--- src/rtl/instruction_fetch_unit_if.sv ---
// Fetch-stage bus: program-memory port, stall-control handshake and trace outputs.
// master = the fetch unit, slave = memory / stall-control side.
interface instruction_fetch_unit_if #(
  parameter int unsigned PC_WIDTH  = 8,
  parameter int unsigned INS_WIDTH = 24,
  parameter int unsigned CNT_WIDTH = 16
);
  logic [PC_WIDTH-1:0]  pm_addr;
  logic [INS_WIDTH-1:0] pm_data;
  logic [INS_WIDTH-1:0] ins;
  logic                 Stall;
  logic                 Stall_pm;
  logic [PC_WIDTH-1:0]  pc_out;
  logic                 halted;
  logic [CNT_WIDTH-1:0] stall_cycles;

  modport master (
    input  pm_data, Stall, Stall_pm,
    output pm_addr, ins, pc_out, halted, stall_cycles
  );

  modport slave (
    output pm_data, Stall, Stall_pm,
    input  pm_addr, ins, pc_out, halted, stall_cycles
  );
endinterface

--- src/rtl/instruction_fetch_unit.sv ---
// Fetch stage: PC + instruction register, with LD/JMP bubble insertion and HLT freeze.
// All outputs come straight from registers; Stall only steers next-state logic.
module instruction_fetch_unit #(
  parameter int unsigned         PC_WIDTH  = 8,
  parameter int unsigned         INS_WIDTH = 24,
  parameter logic [INS_WIDTH-1:0] NOP_WORD = '0,
  parameter int unsigned         CNT_WIDTH = 16
) (
  input logic                     clk,
  input logic                     reset,
  instruction_fetch_unit_if.master bus
);

  typedef enum logic [0:0] {StRun, StHalt} state_e;

  state_e               state_q, state_d;
  logic [PC_WIDTH-1:0]  pc_q, pc_d;
  logic [INS_WIDTH-1:0] ir_q, ir_d;
  logic [CNT_WIDTH-1:0] cnt_q, cnt_d;

  logic is_hlt;
  logic is_jmp;

  assign is_hlt = (ir_q[23:19] == 5'b10001);
  assign is_jmp = (ir_q[23:21] == 3'b111);

  // State register
  always_ff @(posedge clk) begin
    if (reset) begin
      state_q <= StRun;
    end else begin
      state_q <= state_d;
    end
  end

  // Next-state logic: HALT is only left through reset
  always_comb begin
    state_d = state_q;
    unique case (state_q)
      StRun:   if (bus.Stall && is_hlt) state_d = StHalt;
      StHalt:  state_d = StHalt;
      default: state_d = StRun;
    endcase
  end

  // Output/action logic: PC and IR updates per state
  always_comb begin
    pc_d = pc_q;
    ir_d = ir_q;
    unique case (state_q)
      StRun: begin
        if (!bus.Stall) begin
          ir_d = bus.pm_data;
          pc_d = pc_q + PC_WIDTH'(1);
        end else if (is_hlt) begin
          pc_d = pc_q;
          ir_d = ir_q;
        end else if (is_jmp) begin
          pc_d = ir_q[PC_WIDTH-1:0];
          ir_d = NOP_WORD;
        end else begin
          ir_d = NOP_WORD;
        end
      end
      default: begin
        pc_d = pc_q;
        ir_d = ir_q;
      end
    endcase
  end

  // Saturating count of delayed-stall cycles, live in both states
  always_comb begin
    cnt_d = cnt_q;
    if (bus.Stall_pm && (cnt_q != '1)) begin
      cnt_d = cnt_q + CNT_WIDTH'(1);
    end
  end

  always_ff @(posedge clk) begin
    if (reset) begin
      pc_q  <= '0;
      ir_q  <= NOP_WORD;
      cnt_q <= '0;
    end else begin
      pc_q  <= pc_d;
      ir_q  <= ir_d;
      cnt_q <= cnt_d;
    end
  end

  assign bus.pm_addr      = pc_q;
  assign bus.pc_out       = pc_q;
  assign bus.ins          = ir_q;
  assign bus.halted       = (state_q == StHalt);
  assign bus.stall_cycles = cnt_q;

endmodule

--- src/flat_wrapper.sv ---
// flat-port wrapper written by rule: the top's interface ports become plain ports
module instruction_fetch_unit_flat 
#(
  parameter int unsigned         PC_WIDTH  = 8,
  parameter int unsigned         INS_WIDTH = 24,
  parameter logic [INS_WIDTH-1:0] NOP_WORD = '0,
  parameter int unsigned         CNT_WIDTH = 16
)
  (clk, reset, bus_pm_data, bus_Stall, bus_Stall_pm, bus_pm_addr, bus_ins, bus_pc_out, bus_halted, bus_stall_cycles);
  instruction_fetch_unit_if #(.PC_WIDTH(PC_WIDTH), .INS_WIDTH(INS_WIDTH), .CNT_WIDTH(CNT_WIDTH)) bus_i ();
  input logic clk;
  input logic reset;
  input wire logic [$bits(bus_i.pm_data)-1:0] bus_pm_data;
  input wire logic [$bits(bus_i.Stall)-1:0] bus_Stall;
  input wire logic [$bits(bus_i.Stall_pm)-1:0] bus_Stall_pm;
  output wire logic [$bits(bus_i.pm_addr)-1:0] bus_pm_addr;
  output wire logic [$bits(bus_i.ins)-1:0] bus_ins;
  output wire logic [$bits(bus_i.pc_out)-1:0] bus_pc_out;
  output wire logic [$bits(bus_i.halted)-1:0] bus_halted;
  output wire logic [$bits(bus_i.stall_cycles)-1:0] bus_stall_cycles;
  assign bus_i.pm_data = bus_pm_data;
  assign bus_i.Stall = bus_Stall;
  assign bus_i.Stall_pm = bus_Stall_pm;
  assign bus_pm_addr = bus_i.pm_addr;
  assign bus_ins = bus_i.ins;
  assign bus_pc_out = bus_i.pc_out;
  assign bus_halted = bus_i.halted;
  assign bus_stall_cycles = bus_i.stall_cycles;
  instruction_fetch_unit #(.PC_WIDTH(PC_WIDTH), .INS_WIDTH(INS_WIDTH), .NOP_WORD(NOP_WORD), .CNT_WIDTH(CNT_WIDTH)) u_core (.clk(clk), .reset(reset), .bus(bus_i));
endmodule
--- config.mk ---
export PLATFORM = sky130hd
export DESIGN_NAME = instruction_fetch_unit_flat
export DESIGN_NICKNAME = d
export VERILOG_FILES = /design/src/rtl/instruction_fetch_unit_if.sv /design/src/rtl/instruction_fetch_unit.sv /design/src/flat_wrapper.sv
export SDC_FILE = /design/constraint.sdc
export NUM_CORES = 1
export LEC_CHECK = 0
export ABC_AREA = 1
export CAP_MARGIN = 20
export CORE_MARGIN = 5
export CORE_UTILIZATION = 48
export DETAILED_ROUTE_END_ITERATION = 10
export HOLD_SLACK_MARGIN = 0.1
export PLACE_DENSITY = 0.82
export RECOVER_POWER = 100
export SYNTH_ARGS = -nofsm -noshare
export SYNTH_HDL_FRONTEND = slang
export SYNTH_SLANG_ARGS = --single-unit
--- constraint.sdc ---
create_clock -name clk -period 3.25 [get_ports clk]
set_clock_uncertainty 0.15 [all_clocks]
set_input_delay 0.65 -clock clk [delete_from_list [all_inputs] [get_ports clk]]
set_output_delay 0.65 -clock clk [all_outputs]
set_load 0.01 [all_outputs]
=== Word level (Yosys, flattened, before mapping) ===
Cells that the tools add are included.

* Flip-flop bits (word level): 49
* Output and inout bits: 57
* Logic and storage cells: 23
* Bits of input ports: 28

* Add/sub/neg operators: 2
* Reductions and logical operators: 4
* Bitwise gates (word level): 1
* Equal/unequal tests: 5
* Muxes and demuxes: 7

{| class="wikitable"
|+ Operator list
! kind !! count
|-
| $mux W24 || 2
|-
| $mux W8 || 3
|-
| $add A16 B1 Y16 const B || 1
|-
| $ne A16 B16 Y1 const B || 1
|-
| $add A8 B1 Y8 const B || 1
|-
| $eq A5 B5 Y1 const B || 1
|-
| $eq A3 B3 Y1 const B || 1
|-
| $reduce_and A3 Y1 || 1
|-
| $logic_and A1 B1 Y1 || 2
|-
| $ne A2 B1 Y1 const B || 1
|-
| $ne A2 B2 Y1 const B || 1
|-
| $pmux W1 S2 || 1
|-
| $reduce_and A2 Y1 || 1
|-
| $mux W1 || 1
|-
| $not A1 Y1 || 1
|}

=== Logic depth before layout (Yosys ltp) ===
Gate-level depths: netlist of run 1.

* Depth after elaboration: 4
* Mapped depth: 9
* Gate-level depth less buffers: 9

=== Least setup slack after synthesis of run 1 ===
OpenSTA, ideal clock, no wires.

* Path type: reg2reg
* Start: register u_core.cnt_q[0] (netlist: u_core.bus.stall_cycles[0])
* End: register u_core.cnt_q[11] (netlist: u_core.bus.stall_cycles[11])
* Data arrival time: 1.440 ns
* Library setup time: 0.132 ns
* Slack: 1.528 ns
* Period minus slack after synthesis: 1.722 ns
* Buffers on the path: 1
* Data required time: 2.968 ns
* Stages on the path, launching flop included: 10
* Cells stage by stage: dfxtp_1 ha_1 nand2_1 nor2_1 nand2_2 nor2_2 nor2_4 buf_6 nand2_1 a21oi_1

* Cells in the longest elaborated chain, start to end: 2
* Elaborated cells on any way between the ends: 3
* Classes of those cells: 1 x add/sub; 1 x eq/ne; 1 x reduce/logical

{| class="wikitable"
|+ RTL lines
! what !! line !! source
|-
| from (decl) || instruction_fetch_unit.sv:19 || <nowiki>logic [CNT_WIDTH-1:0] cnt_q, cnt_d;</nowiki>
|-
| from (signal assigned) || instruction_fetch_unit.sv:88 || <nowiki>cnt_q <= cnt_d;</nowiki>
|-
| branches (longest 2 deep; another with $add A16 B1 Y16) || - ||
|}

Parallel ways; which one is timed is not known.
A chain may end at the register's enable or synchronous reset.

=== Worst setup path in the final report of run 1 ===
* Start: input bus_Stall
* End: register u_core.ir_q[14] (netlist: u_core.bus.ins[14])

* Cells in the longest elaborated chain, start to end: 2
* Elaborated cells on any way between the ends: 3
* Classes of those cells: 1 x eq/ne; 1 x mux; 1 x reduce/logical

{| class="wikitable"
|+ RTL lines
! what !! line !! source
|-
| from (decl) || flat_wrapper.sv:14 || <nowiki>input wire logic [$bits(bus_i.Stall)-1:0] bus_Stall;</nowiki>
|-
| $ne A2 B2 Y1 (no source line) || - ||
|-
| $reduce_and A2 Y1 (no source line) || - ||
|-
| to (signal assigned) || instruction_fetch_unit.sv:87 || <nowiki>ir_q <= ir_d;</nowiki>
|-
| to (decl) || instruction_fetch_unit.sv:18 || <nowiki>logic [INS_WIDTH-1:0] ir_q, ir_d;</nowiki>
|}

Several ways; a longest one is shown, not always the timed one.

==> flow_summary.toml, run 1 <==
[global_route]
grt_pass1_wl_um = 9760
grt_max_degree = 26
grt_pass1_vias = 2165
grt_overflow = 0
antenna_found_initial = 0
grt_usage_pct = 19.3

[critical_path]
reg2reg_depth = 9
worstSetupEndpointType = "register"
path_class = "input pin to register"
cp_data_arrival_time_ns = 2.67
cp-start-kind = "input pin"
cp.required_ns = 3.33
crit_fanout = 25

[finish]
final_cell_mix = "nand2_1 (95), dlygate4sd3_1 (59), dfxtp_1 (49), inv_1 (44), o21ai_0 (36)"
nets = 446
drive_gt1_share_pct = 4.32
nFillCells = 399
final_core_util_pct = 68.6
final_common_cell = "nand2_1"
syn_to_final_growth_pct = 39.3
antenna_cells = 0

[clock_tree]
cts_tree = "done"
cts.htree.levels = 2
holdBufCountCts = 0
cts_root_buf = "clkbuf_8"
clk_latency_ns = 0.30
cts_buffers = 5
clockBufferDepth = 2
ctsResizeCount = 0
cts_sinks = 49
clk_pin_slew_ns = 0.09
post-cts-setup-buffer-count = 0

[route]
dr.first_iter.drc_count = 106
dr.pass1.iters = 6
vias_per_cell = 4.80
dr_total_vias = 2324
ant_nets = 0
drc = 0
wire_per_inst_um = 11.8
totalWireLength_um = 5730

[min_path]
whs_path_depth = 2
min_path_type = "register to register"

[die]
pin_count = 85
die_area_mm2 = 0.00634
start_util_pct = 49.2
fp.dieH_um = 79.6
die_x_um = 79.6
row_count = 25
core_mm2 = 0.00472

[timing]
fmax_mhz = 387
setup_violations = 0
rsz0062_at_grt = "no"
fin_crit_ns = 2.59
setup_tns_ns = 0
slew_headroom_pct = 30.8
hold_viol = 0
slew_viol_final = 0
period_share_pct = 79.6
tightest_slew_ns = 1.03

[placed_design]
hpwlAfterDp_um = 4310
portBuffers = 84
gp_congestion = 0.844

[synthesis]
ys_ff_latch = 49
synth_warnings = 0
synth_cell_types = 26
synthCells = 338
synth_nets = 368
yosysSeqAreaShare_pct = 42.2
netlist_area_mm2 = 0.00233
avgSynthCellArea_um2 = 6.88

[run_status]
status = "completed"

[power]
ir_drop_mv = 0.188
power.leakage_nw = 1.44
power_density_mw_per_mm2 = 356

[flow_run]
drv_cap = 0
state kept, by name, indices dropped and copies added, names as in the netlist:
signal / flops
u_core.bus.ins: 24
u_core.bus.pc_out: 8
u_core.bus.halted: 1
u_core.bus.stall_cycles: 16
cells in the mapped netlist (all sizes together):
library cell,count,area share [%]
clkbuf,3,0.48
a21oi,17,3.7
xnor2,3,1.1
nor2b,1,0.27
nor2,38,7.1
o21ai,38,8.7
nand4,5,1.3
xor2,4,1.5
buf,14,4.4
nand3b,1,0.32
or2,1,0.27
ha,2,1.1
inv,44,7.1
dfxtp,49,42
nand2,96,16
a31oi,2,0.54
nor3,1,0.21
nand3,19,4.1
power breakdown:
group	switching, W	internal (W)	total, W
Sequential	0.0000223	0.000622	0.000644
Combinational	0.0000710	0.0000842	0.000155
Clock	0.000205	0.000149	0.000354
Total	0.000298	0.000855	0.00115
cell families (layout without fill, tap and decap cells):
kind of cell	after synthesis	after routing	share of synthesized area, %
xor+xnor	7	7	2.64
buf+inv	61	140	11.9
compound gates	57	57	12.9
fa+ha+maj	2	2	1.08
flops	49	49	42.2
simple gates	162	162	29.3
layer usage:
layer  GRT usage [%]  share of wire (%)  wire length [µm]
met1            23.1                 43              2440
met3            7.67                8.9               509
met2            31.1                 46              2660
met5               0                  0                 0
met4            7.22                2.1               123
path summary, 6_finish.rpt:
kind,slack [ns],start,end
max,0.66,bus_Stall,u_core.bus.ins[14]$_SDFFE_PP0P_
max reg2reg,0.95,u_core.bus.stall_cycles[0]$_SDFFE_PP0P_,u_core.bus.stall_cycles[13]$_SDFFE_PP0P_
min,0.31,u_core.bus.ins[12]$_SDFFE_PP0P_,u_core.bus.ins[12]$_SDFFE_PP0P_
min reg2reg,0.31,u_core.bus.ins[12]$_SDFFE_PP0P_,u_core.bus.ins[12]$_SDFFE_PP0P_
through the flow:
step           setup slack (ns)  std cells  power, W  area, µm²  hold WS (ns)
6_report                  0.664        484   0.00115       3240         0.312
5_1_grt                   0.415        484   0.00121       3240         0.338
4_1_cts                   0.830        484   0.00118       3250         0.316
3_5_place_dp              0.553        476  0.000829       3170         0.302
3_3_place_gp              0.648        476  0.000827       3170         0.291
2_1_floorplan              1.53        338  0.000730       2330         0.330
cell type report:
type | instances | area, µm² | share of cell area [%]
clock inverters | 3 | 17.5 | 0.541
multi-input cells | 228 | 1060 | 32.6
inverters | 44 | 165 | 5.10
well taps | 67 | 83.8 | 2.59
flip-flops and latches | 49 | 981 | 30.3
repair buffers | 88 | 867 | 26.8
clock buffers | 5 | 68.8 | 2.12
critical path: stages:
cell and delay, ns:
dlygate4sd3_1 0.77, inv_1 0.25, nor2_1 0.15, nand4_1 0.10, nand2_1 0.07, inv_1 0.06, nor2_4 0.41, nand2_1 0.10
o21ai_0 0.10
(Power assumes the default switching activity.)
==> run 2, diff against run 1 <==
--- a/config.mk
+++ b/config.mk
@@ -8,10 +8,10 @@
 export ABC_AREA = 1
 export CAP_MARGIN = 20
 export CORE_MARGIN = 5
-export CORE_UTILIZATION = 48
+export CORE_UTILIZATION = 40
 export DETAILED_ROUTE_END_ITERATION = 10
 export HOLD_SLACK_MARGIN = 0.1
-export PLACE_DENSITY = 0.82
+export PLACE_DENSITY = 0.73
 export RECOVER_POWER = 100
 export SYNTH_ARGS = -nofsm -noshare
 export SYNTH_HDL_FRONTEND = slang
==> constraint.sdc (replaced) <==
create_clock -name clk -period 2.3 [get_ports clk]
set_clock_uncertainty 0.15 [all_clocks]
set_input_delay 0.46 -clock clk [delete_from_list [all_inputs] [get_ports clk]]
set_output_delay 0.46 -clock clk [all_outputs]
set_load 0.01 [all_outputs]
==> run 2 against run 1 <==
  * Sequential cell count did not move
  * Final area rose by 1.5%
  * Final cell count rose by 2.1%
  * Global-route usage fell by 2.9 points
  * Clock-buffer cell count rose by 1
==> flow_summary.toml, run 2 (synthesis gave the netlist of run 1 again) <==
[critical_path]
cpMaxStageDelayCell = "dlygate4sd3_1"
cpLargestDelayFamily = "buffers and inverters"
timing.rr.start = "u_core.bus.stall_cycles[0]$_SDFFE_PP0P_"
cp_data_arrival_time_ns = 1.42
reg2reg_depth = 7
worstPathCellList = "dlygate4sd3_1"
r2r_end = "u_core.bus.stall_cycles[3]$_SDFFE_PP0P_"
path_class = "register to output port"
crit_fanout = 7
ff2ff_setup_slack_ns = 0.35
cp.required_ns = 1.69
slowest_delay_ns = 0.65
crit_buf_inv = 1
worstSetupEndpointType = "output port"
cp-start-kind = "register"

[power]
ir_drop_mv = 0.364
power.leakage_nw = 1.47
power_w = 0.00164
power_density_mw_per_mm2 = 499

[finish]
nets = 451
syn_to_final_growth_pct = 41.4
antenna_cells = 0
largest_reg_flops = 24
final_cell_mix = "nand2_1 (95), dlygate4sd3_1 (57), dfxtp_1 (49), inv_1 (44), o21ai_0 (36)"
final_common_cell = "nand2_1"
drive_gt1_share_pct = 4.98

[global_route]
antenna_found_initial = 0
use_met1_pct = 21.4
grt_pass1_vias = 2155
grt_pass1_wl_um = 9950
grt_overflow = 0
busiest_layer = "met2"
gr-usage-met2_pct = 25.6
grt_usage_pct = 16.4
grt_max_degree = 26
met3_usage_pct = 6.56

[timing]
setup_tns_ns = 0
slew_viol_final = 0
slew_headroom_pct = 70.7
rsz0062_at_grt = "no"
fin_crit_ns = 2.03
holdWs_ns = 0.312
period_share_pct = 88.5
setup_violations = 0
fmax_mhz = 492
setup_slack_ns = 0.266
tightest_slew_ns = 0.440
hold_viol = 0

[die]
pin_count = 85
die_area_mm2 = 0.00744
core_mm2 = 0.00557
die_x_um = 86.3
fp.dieH_um = 86.3
start_util_pct = 41.7
row_count = 27

[clock_tree]
cts.htree.levels = 2
cts_tree = "done"
post-cts-setup-buffer-count = 0
cts_sinks = 49
cts_root_buf = "clkbuf_8"
clockBufferDepth = 2
clk_pin_slew_ns = 0.09
holdBufCountCts = 0
clk_latency_ns = 0.30
cts_buffers = 5
ctsResizeCount = 0

[min_path]
min_path_type = "register to register"
worstHoldStart = "u_core.bus.ins[9]$_SDFFE_PP0P_"
min_to = "u_core.bus.ins[9]$_SDFFE_PP0P_"
whs_path_depth = 2

[run_status]
status = "completed"

[route]
totalWireLength_um = 5960
dr.pass1.iters = 4
wire_per_inst_um = 12.1
ant_nets = 0
dr.first_iter.drc_count = 141
vias_per_cell = 4.67
drc = 0
dr_total_vias = 2309

[flow_run]
drv_cap = 0

[placed_design]
gp_congestion = 0.839
hpwlAfterDp_um = 4600
post-place-ws_ns = 0.307
portBuffers = 84
==> run 2: cell types whose count changed in the layout (fill, tap and decap cells not counted), sizes merged <==
cell and change:
inv +1, clkinvlp -1, clkinv -1, buf +3, clkbuf +3, dlygate4sd3 -2, clkdlybuf4s50 +2
==> run 2: power by group <==
| part | switching [W] | internal [W] |
|---|---|---|
| Clock | 0.000288 | 0.000217 |
| Combinational | 0.000103 | 0.000123 |
| Sequential | 0.0000320 | 0.000879 |
==> run 2: how the worst max path moves through the flow <==
stage,startpoint,to,slack [ns],cells after the start
after CTS,u_core.bus.stall_cycles[0]$_SDFFE_PP0P_,bus_stall_cycles[0],0.31,1
after global placement,bus_Stall,u_core.bus.ins[23]$_SDFFE_PP0P_,0.36,9
after global routing,u_core.bus.stall_cycles[0]$_SDFFE_PP0P_,u_core.bus.stall_cycles[2]$_SDFFE_PP0P_,0.14,7
after detailed placement,bus_Stall,u_core.bus.ins[6]$_SDFFE_PP0P_,0.31,9
final,u_core.bus.stall_cycles[0]$_SDFFE_PP0P_,bus_stall_cycles[0],0.27,1
after floorplan,u_core.bus.stall_cycles[0]$_SDFFE_PP0P_,u_core.bus.stall_cycles[11]$_SDFFE_PP0P_,0.58,9
==> run 2: cell type report <==
cell class                 instances  area [µm²]
clock buffer                       6        72.6
fill                             532        2290
sequential                        49         981
multi-input combinational        228        1050
inverter                          44         165
tap                               72        90.1
timing repair buffer              93         911
clock inverter                     2        13.8
==> run 2: metal layers <==
layer	up-vias	part of all wire, %
met2	63	45
met4	0	0.47
li1	1218	-
met1	1024	45
met5	-	0
met3	4	8.9
==> run 2: metrics by stage <==
stage	area, µm²	std cells	util [%]
6_report	3290	494	59.0
5_1_grt	3290	494	59.0
4_1_cts	3320	494	59.6
3_5_place_dp	3240	486	58.1
3_3_place_gp	3240	486	58.1
2_1_floorplan	2330	338	-
==> run 3, diff against run 2 <==
--- a/config.mk
+++ b/config.mk
@@ -13,6 +13,7 @@
 export HOLD_SLACK_MARGIN = 0.1
 export PLACE_DENSITY = 0.73
 export RECOVER_POWER = 100
+export SETUP_SLACK_MARGIN = 0.4
 export SYNTH_ARGS = -nofsm -noshare
 export SYNTH_HDL_FRONTEND = slang
 export SYNTH_SLANG_ARGS = --single-unit
==> run 3 against run 2 <==
  * Clock-buffer cell count stayed put
  * Die area stayed put
  * Global-route usage hardly changed
  * Sequential cell count stayed put
  * Via count is 1.8% higher
  * Sequential power hardly changed
  * First-iteration DRC count is 24% lower
  * Hold slack hardly changed
  * Routed wire length is 3.5% higher
  * Final cell count is 0.40% higher
  * Final area is 1.7% higher
  * Fmax is 0.90% higher
  * Largest cell class unchanged
==> flow_summary.toml, run 3 (synthesis gave the netlist of run 1 again) <==
[run_status]
status = "completed"

[finish]
drive_gt1_share_pct = 11.6
stdcell_count = 496
final_core_util_pct = 60.0
nets = 453
final_cell_mix = "nand2_1 (94), dlygate4sd3_1 (49), inv_1 (43), nor2_1 (34), o21ai_0 (34)"
antenna_cells = 0
largest_reg_flops = 24
syn_to_final_growth_pct = 43.8
final_common_cell = "nand2_1"

[global_route]
grt_pass1_vias = 2159
grt_usage_pct = 16.4
grt_overflow = 0
antenna_found_initial = 0
grt_max_degree = 26
grt_pass1_wl_um = 9970

[route]
wire_per_inst_um = 12.4
dr.first_iter.drc_count = 107
dr_total_vias = 2351
vias_per_cell = 4.74
drc = 0
ant_nets = 0
dr.pass1.iters = 4
totalWireLength_um = 6180

[critical_path]
cp_data_arrival_time_ns = 1.41
cpMaxStageDelayCell = "dlygate4sd3_1"
cp-start-kind = "register"
path_class = "register to output port"
crit_fanout = 5
worstPathCellList = "dlygate4sd3_1"
cpLargestDelayFamily = "buffers and inverters"
slowest_delay_ns = 0.65
cp.required_ns = 1.69
crit_buf_inv = 1
worstSetupEndpointType = "output port"

[clock_tree]
clk_latency_ns = 0.30
clk_pin_slew_ns = 0.09
cts_sinks = 49
clockBufferDepth = 2
cts_tree = "done"
cts_buffers = 5
cts_root_buf = "clkbuf_8"
holdBufCountCts = 0
post-cts-setup-buffer-count = 0
cts.htree.levels = 2

[power]
power.leakage_nw = 1.48
ir_drop_mv = 0.366
power_w = 0.00165
power_density_mw_per_mm2 = 494

[die]
fp.dieH_um = 86.3
start_util_pct = 41.7
core_mm2 = 0.00557
row_count = 27
die_x_um = 86.3
pin_count = 85
die_area_mm2 = 0.00744

[flow_run]
drv_cap = 0

[min_path]
min_path_type = "register to register"

[timing]
hold_viol = 0
slew_headroom_pct = 73.5
tightest_slew_ns = 0.397
rsz0062_at_grt = "no"
period_share_pct = 87.7
fin_crit_ns = 2.02
setup_violations = 0
fmax_mhz = 496
slew_viol_final = 0
setup_slack_ns = 0.284
setup_tns_ns = 0

[placed_design]
post-place-ws_ns = 0.307
portBuffers = 84
gp_congestion = 0.839
hpwlAfterDp_um = 4600
dp_cells = 486
==> run 3: path summary, 6_finish.rpt <==
check,slack [ns],cells past startpoint,to,start
hold / removal,0.31,2,u_core.bus.ins[9]$_SDFFE_PP0P_,u_core.bus.ins[9]$_SDFFE_PP0P_
setup / recovery,0.28,1,bus_pc_out[7],u_core.bus.pc_out[7]$_SDFFE_PP0P_
setup reg to reg,0.46,8,u_core.bus.stall_cycles[13]$_SDFFE_PP0P_,u_core.bus.stall_cycles[0]$_SDFFE_PP0P_
hold reg to reg,0.31,2,u_core.bus.ins[9]$_SDFFE_PP0P_,u_core.bus.ins[9]$_SDFFE_PP0P_
==> run 3: cell type report <==
type | count | area [µm²]
multi-input cells | 230 | 1070
inverters | 44 | 165
well taps | 72 | 90.1
clock inverters | 2 | 13.8
clock buffers | 6 | 72.6
fillers | 545 | 2230
flip-flops and latches | 49 | 1010
repair buffers | 93 | 913
==> run 3: routing by layer <==
metal  vias up  track usage [%]  wire length, µm
li1       1224                -                -
met1      1055             21.4             2740
met2        68             25.6             2830
met3         4             6.56              578
met4         0             3.40               27
met5         -                0                0
==> run 3: repair_timing <==
action / 4_1_cts / 5_1_grt
pin swaps: 0 / 2
cloned: 0 / 2
endpoints found under the setup margin: 22 / 32
resized for setup: 17 / 21
==> run 3: through the flow <==
stage / area (µm²) / hold WS (ns)
after floorplan: 2330 / 0.330
after global placement: 3240 / 0.293
after detailed placement: 3240 / 0.299
after CTS: 3340 / 0.314
after global routing: 3340 / 0.336
final: 3340 / 0.312
==> run 3: power by group <==
| part | switching (W) | total, W | internal (W) |
|---|---|---|---|
| Clock | 0.000290 | 0.000507 | 0.000217 |
| Sequential | 0.0000322 | 0.000913 | 0.000881 |
| Combinational | 0.000105 | 0.000231 | 0.000126 |
| Total | 0.000427 | 0.00165 | 0.00122 |
==> run 3: worst min-delay path, delay by kind of cell, from the launching register on <==
| kind | cells | cell delay [ns] |
|---|---|---|
| compound gates | 1 | 0.05 |
| flops | 1 | 0.33 |
| simple gates | 1 | 0.05 |
